## src/rtl/pipe_skid_buffer_pkg.sv

```systemverilog
// Shared definitions for the two-entry skid stage: state encoding and the
// occupancy width, so trace/debug blocks decode count the same way.
package pipe_skid_buffer_pkg;

    // Occupancy is 0, 1 or 2, so two bits suffice.
    localparam int CNT_W = 2;

    // The encoding doubles as the occupancy value: EMPTY=0, BUSY=1, FULL=2.
    typedef enum logic [1:0] {
        EMPTY = 2'd0,
        BUSY  = 2'd1,
        FULL  = 2'd2
    } state_t;

endpackage

```

## src/rtl/pipe_skid_buffer.sv

```systemverilog
// Two-entry elastic pipeline stage (main + skid register).
// The stage cuts the combinational path from out_ready to in_ready: every
// handshake output is decoded from the state register alone.
//
// Handshake: a transfer happens on a rising edge where valid & ready are both
// high on that side. A producer holding valid may not withdraw it or change
// data until the transfer happens; this stage holds out_valid/out_data stable
// while out_ready is low, and in_ready never depends on in_valid or out_ready.
module pipe_skid_buffer
    import pipe_skid_buffer_pkg::*;
#(
    parameter int               WIDTH = 32,
    parameter logic [WIDTH-1:0] RESET = '0
) (
    input  logic             clock,
    input  logic             reset_n,
    input  logic             flush,
    input  logic             in_valid,
    output logic             in_ready,
    input  logic [WIDTH-1:0] in_data,
    output logic             out_valid,
    input  logic             out_ready,
    output logic [WIDTH-1:0] out_data,
    output logic [CNT_W-1:0] count,
    output state_t           dbg_state
);

    state_t           state_q;
    state_t           state_d;
    logic [WIDTH-1:0] main_q;
    logic [WIDTH-1:0] skid_q;

    logic in_fire;
    logic out_fire;
    logic load_main;
    logic main_from_skid;
    logic load_skid;

    assign in_fire  = in_valid & in_ready;
    assign out_fire = out_valid & out_ready;

    // State register; reset forces EMPTY without waiting for a clock edge.
    always_ff @(posedge clock or negedge reset_n) begin
        if (!reset_n) begin
            state_q <= EMPTY;
        end else begin
            state_q <= state_d;
        end
    end

    // Next state and datapath load controls; flush overrides everything.
    always_comb begin
        state_d        = state_q;
        load_main      = 1'b0;
        main_from_skid = 1'b0;
        load_skid      = 1'b0;
        if (flush) begin
            state_d = EMPTY;
        end else begin
            unique case (state_q)
                EMPTY: begin
                    if (in_fire) begin
                        load_main = 1'b1;
                        state_d   = BUSY;
                    end
                end
                BUSY: begin
                    if (in_fire && out_fire) begin
                        load_main = 1'b1;
                    end else if (in_fire) begin
                        load_skid = 1'b1;
                        state_d   = FULL;
                    end else if (out_fire) begin
                        // main keeps its stale value; it is not presented.
                        state_d = EMPTY;
                    end
                end
                FULL: begin
                    // in_ready is low here, so only the drain side can move.
                    if (out_fire) begin
                        load_main      = 1'b1;
                        main_from_skid = 1'b1;
                        state_d        = BUSY;
                    end
                end
                default: begin
                    state_d = EMPTY;
                end
            endcase
        end
    end

    // Output decodes: handshake and occupancy come only from the state register.
    always_comb begin
        in_ready  = (state_q != FULL);
        out_valid = (state_q != EMPTY);
        count     = CNT_W'(state_q);
        dbg_state = state_q;
    end

    // Payload registers: main feeds out_data, skid catches the overflow entry.
    always_ff @(posedge clock or negedge reset_n) begin
        if (!reset_n) begin
            main_q <= RESET;
            skid_q <= RESET;
        end else if (flush) begin
            main_q <= RESET;
            skid_q <= RESET;
        end else begin
            if (load_main) begin
                main_q <= main_from_skid ? skid_q : in_data;
            end
            if (load_skid) begin
                skid_q <= in_data;
            end
        end
    end

    assign out_data = main_q;

endmodule

```

## config.mk

```make
export PLATFORM = sky130hd
export DESIGN_NAME = pipe_skid_buffer
export DESIGN_NICKNAME = d
export VERILOG_FILES = /design/src/rtl/pipe_skid_buffer_pkg.sv /design/src/rtl/pipe_skid_buffer.sv
export SDC_FILE = /design/constraint.sdc
export NUM_CORES = 1
export LEC_CHECK = 0
export ABC_AREA = 0
export ABC_CLOCK_PERIOD_IN_PS = 1800
export CAP_MARGIN = 10
export CORE_MARGIN = 8
export CORE_UTILIZATION = 48
export CTS_BUF_LIST = sky130_fd_sc_hd__clkbuf_8 sky130_fd_sc_hd__clkbuf_16
export CTS_CLUSTER_DIAMETER = 30
export CTS_CLUSTER_SIZE = 20
export DETAILED_ROUTE_END_ITERATION = 12
export MAX_ROUTING_LAYER = met4
export PLACE_DENSITY_LB_ADDON = 0.25
export SLEW_MARGIN = 30
export SYNTH_ARGS = -nofsm -noshare
export SYNTH_HDL_FRONTEND = slang
export SYNTH_SLANG_ARGS = --single-unit
export TNS_END_PERCENT = 30
```

## constraint.sdc

```tcl
create_clock -name clock -period 1.8 [get_ports clock]
set_input_delay 0.36 -clock clock [delete_from_list [all_inputs] [get_ports clock]]
set_output_delay 0.36 -clock clock [all_outputs]
set_load 0.01 [all_outputs]
```

# Word level (Yosys, flattened, before mapping)
# Cells that the tools add are included.
dict set report word_totals {
  ramBits 0
  inputBits 37
  romBits 0
  latchBits 0
  n_memories 0
  output_inout_bits 38
  word_cells 40
  regBits 66
}
dict set report classes {
  addsub 0
  eq_ne 7
  bitwise_logic 2
  reduce_logical 6
  n_shift 0
  multipliers 0
  n_div 0
  mux 22
  n_lt_le_gt_ge 0
}
# operator n
set op_table {}
lappend op_table {{32-bit 2-to-1 mux} 5}
lappend op_table {{2-bit 2-to-1 mux} 6}
lappend op_table {{1-bit 2-to-1 mux} 9}
lappend op_table {{3-bit inequality test, second input constant} 3}
lappend op_table {{2-bit case mux with 3 select lines} 1}
lappend op_table {{2-bit nonzero test} 3}
lappend op_table {{4-bit inequality test, second input constant} 1}
lappend op_table {{4-bit AND reduction} 1}
lappend op_table {{1-bit case mux with 3 select lines} 1}
lappend op_table {{1-bit bitwise AND} 2}
lappend op_table {{2-bit by 1-bit == test with 1-bit output, second input constant} 1}
lappend op_table {{2-bit == test, second input constant} 1}
lappend op_table {{2-bit logical NOT} 1}
lappend op_table {{2-bit inequality test, second input constant} 1}
lappend op_table {{1-bit logical AND} 1}

# Longest topological paths before layout
dict set report depth {
  ltp_word 8
  mapped_depth 6
}

# Worst setup path after synthesis
# OpenSTA, ideal clock, no wires.
dict set report synth_timing {
  path_kind {flip-flop to flip-flop}
  from {register state_q[0] (netlist: count[0])}
  to {register main_q[10] (netlist: out_data[10])}
  setup_ps 147
  required_ps 1653
  period_less_slack_ps 1620
  slack_ps 180
  n_path_buf 2
  path_stages_with_launch 7
  arrival_time_ps 1473
  path_cell_list {dfrtp_1 > or2b_2 > or2_1 > buf_6 > buf_4 > nand2_1 > a311oi_1}
}
dict set report synth_between {
  elab_cells_between_ends 19
  cone_classes {eq/ne: 3; mux: 10; bitwise: 2; reduce/logical: 4}
}
# item line
set synth_lines {}
lappend synth_lines {{start: declaration} pipe_skid_buffer.sv:28} ;# state_t state_q;
lappend synth_lines {{start signal: assignment} pipe_skid_buffer.sv:47} ;# state_q <= state_d;
lappend synth_lines {{2-bit inequality test *} pipe_skid_buffer.sv:95} ;# in_ready = (state_q != FULL);
lappend synth_lines {{named net in_ready} pipe_skid_buffer.sv:19} ;# output logic in_ready,
lappend synth_lines {{1-bit bitwise AND *} pipe_skid_buffer.sv:39} ;# assign in_fire = in_valid & in_ready;
lappend synth_lines {{1-bit logical AND} pipe_skid_buffer.sv:68} ;# if (in_fire && out_fire) begin
lappend synth_lines {{1-bit 2-to-1 mux} pipe_skid_buffer.sv:68}
lappend synth_lines {{1-bit case mux with 3 select lines *} pipe_skid_buffer.sv:60} ;# unique case (state_q)
lappend synth_lines {{1-bit 2-to-1 mux *} pipe_skid_buffer.sv:57} ;# if (flush) begin
lappend synth_lines {{2-bit nonzero test (no line) *} n/a}
lappend synth_lines {{end signal: assignment} pipe_skid_buffer.sv:111} ;# main_q <= main_from_skid ? skid_q : in_data;
lappend synth_lines {{end: declaration} pipe_skid_buffer.sv:30} ;# logic [WIDTH-1:0] main_q;
# The timed path passes the listed nets; every way through them passes the cells marked *. The select of a mux whose other input is x is not followed.
# A chain may end at the register's enable or synchronous reset.

# Final worst setup path
dict set report layout_timing {
  from {register state_q[1] (netlist: count[1])}
  to {output in_ready}
}
dict set report layout_between {
  elab_chain_len 1
}
# item line
set layout_rtl {}
lappend layout_rtl {{2-bit inequality test} pipe_skid_buffer.sv:95}
lappend layout_rtl {{end: declaration} pipe_skid_buffer.sv:19}
# No other way between the ends.

==> summary.txt <==
Run status
  • Status: finished, final reports clean

Floorplan
  • Initial Util: 0.491
  • DIE HEIGHT: 93.6 um
  • Row cnt: 28
  • Chip width: 93.6 um
  • DIE AREA: 8760 um2
  • Core area: 5890 um2
  • IO Pins: 75

Synth
  • Post-synthesis compound-gate area fraction: 0.221
  • Distinct cells, synth: 23
  • Post-synthesis cell count: 268
  • Xor and xnor area share after synthesis: 0.00303
  • Adder-cell share of the synthesized area: 0
  • Mapped Area: 2890 um2
  • Mux share of post-synthesis cell area: 0.00346
  • YS warnings: 0
  • Register area share after synthesis: 0.571
  • #FFs+latches synth: 66
  • Avg Cell Area, Syn: 10.8 um2
  • Post-Synth Simple-Gate Area: 0.146
  • Largest family of logic cells by synthesized area: compound AO/OA/AOI/OAI gates
  • Syn Nets: 305

Timing
  • # setup viols final: 0
  • RSZ-0062 raised after global routing: false
  • Setup TNS: 0 ps
  • FMAX: 580 MHz
  • Worst Tran Pin Value: 900 ps
  • Final Skew: 10.4 ps
  • Final worst setup slack: 74.8 ps
  • Pins Over Slew Limit: 0
  • Final hold violation count: 0
  • Min Tclk post-route: 1730 ps
  • Crit share post-route: 0.958
  • Slew margin rel.: 0.400

Setup path
  • Worst-path maximum fanout: 7
  • Data arrival, critical path: 1370 ps
  • Cells along the critical path: or2b_4 > dlygate4sd2_1
  • Max incr delay on CP: 420 ps
  • Data required time of the worst path: 1440 ps
  • CP startpoint kind: register
  • Setup CP Type: reg2out
  • CP endpoint kind: primary output
  • Critical path's slowest cell: dfrtp_2

Route
  • 1st-pass router iterations: 4
  • Via count: 2447
  • Final ANT Viol Nets: 0
  • Residual DRC: 0
  • Vias per Instance: 5.69
  • Avg WL per Cell: 18.2 um
  • Initial drt markers: 143
  • Final WL: 7.82 mm

Power and ir drop
  • Worst IR Drop VDD: 0.564 mV
  • LEAKAGE: 1.81 nW
  • PD cells: 906 nW/um2

Global routing
  • GRT Overall Usage: 0.184
  • GRT overflow: 0
  • Initial antenna violation count: 0
  • Global-route wire length before repair: 12.4 mm
  • Vias in the first global route: 2515
  • Largest net degree at the start of global routing: 36

Layout
  • Layout Nets: 387
  • Ant diodes: 0
  • Layout cells sized above 1: 0.152
  • Most frequent cells in the layout: 70 x clkdlybuf4s50_1, 66 x nand2_1, 65 x dfrtp_1
  • Area growth syn-to-layout: 40.8%
  • Leading cell type in the layout, fill and taps excluded: clkdlybuf4s50_1

Clock tree
  • Max Root-Sink Buffers: 2
  • Worst-path clk slew: 80 ps
  • CTS tree: done
  • Root buf cell: clkbuf_8
  • Clk_lat worst skew: 350 ps
  • Number of H-tree levels: 3
  • Post-CTS setup buffers: 0
  • Clock sink count: 66
  • Cts bufs inserted: 9

Placed design
  • IO Port Bufs: 74
  • DPL Wire Length: 5.01 mm
  • RePlAce Congestion: 0.795
  • Worst slack at placement: -289 ps

Flow run
  • Max_cap viols: 0

Hold path
  • HP Class: reg2reg
[final cells by class]
cell class                      instances  area (um2)
Clock inverter                          6        90.1
Fill cell                             467        1820
Clock buffer                           10         138
Tap cell                               75        93.8
Inverter                                1        3.75
Multi-Input combinational cell        177        1120
Sequential cell                        66        1650
Timing Repair Buffer                   95         976
[metal layers]
layer  vias up  GRT usage  wire length, um
li1       1125          -                -
met1      1240      0.224             3520
met2        70      0.280             3760
met3        12     0.0561              403
met4         0     0.0713              129
met5         -          -                0
[sequential cells by signal, indices dropped and copies added, names as in the netlist]
signal	flops
count	2
out_data	32
skid_q	32
[path summary, 6_finish.rpt]
check | from | slack (ps) | depth (start not counted) | end
worst max-delay path | count[1] | 70 | 2 | in_ready
worst min-delay path | skid_q[17] | 510 | 1 | skid_q[17]
worst max register to register | count[1] | 100 | 3 | skid_q[14]
worst min register to register | skid_q[17] | 510 | 1 | skid_q[17]
max in group asynchronous | reset_n | 780 | 3 | out_data[4]
min in group asynchronous | reset_n | 520 | 2 | skid_q[26]
[what timing repair did]
action | CTS | global route
endpoints found under the setup margin | 2 | 34
resized for setup | 4 | 4
hold endpoints to repair | 19 | 0
cloned | 0 | 1
hold buffers | 1 | 0
[where the power goes]
| part | internal (W) | leakage (nW) | switching [W] | total, W |
|---|---|---|---|---|
| logic | 0.000333 | 0.813 | 0.000300 | 0.000633 |
| registers | 0.00157 | 0.884 | 0.0000535 | 0.00162 |
| clock network | 0.000820 | 0.112 | 0.000611 | 0.00143 |
[worst max-delay path: cells and delay by family (launching register included)]
kind          cells  cell delay [ps]
flops             1              420
simple gates      1              310
buf+inv           1              300
[cells in the mapped netlist (all sizes together)]
master    n  share of area
a211oi    1         0.0026
a21oi     1         0.0017
a22o     32          0.097
a311oi   32           0.11
and2b     1         0.0026
buf      19          0.046
clkbuf    6         0.0078
dfrtp    66           0.57
inv       1         0.0013
mux2i     1         0.0035
nand2    66          0.086
nor2     35          0.048
nor2b     1         0.0022
o21a      1         0.0026
o2bb2ai   1         0.0095
or2       2         0.0043
or2b      1         0.0030
xnor2     1         0.0030
[metrics by stage]
| stage | hold slack (ps) | util | total power, W | std cells | area [um2] |
|---|---|---|---|---|---|
| after floorplan | 64.4 | - | 0.00190 | 268 | 2890 |
| after global placement | 362 | 0.648 | 0.00227 | 412 | 3810 |
| after detailed placement | 370 | 0.648 | 0.00228 | 412 | 3810 |
| after CTS | 513 | 0.688 | 0.00370 | 429 | 4050 |
| after global routing | 519 | 0.692 | 0.00383 | 430 | 4070 |
| final | 512 | 0.692 | 0.00369 | 430 | 4070 |
[kinds of logic (layout without fill, tap and decap cells)]
family | Yosys count | count (layout)
and+or+nand+nor | 106 | 106
xor gates and xnor gates | 1 | 1
DFF | 66 | 66
muxes | 1 | 1
buffers and inverters | 26 | 112
AOI/OAI and AO/OA | 68 | 69
No activity file was read; power rests on OpenSTA's default activity.
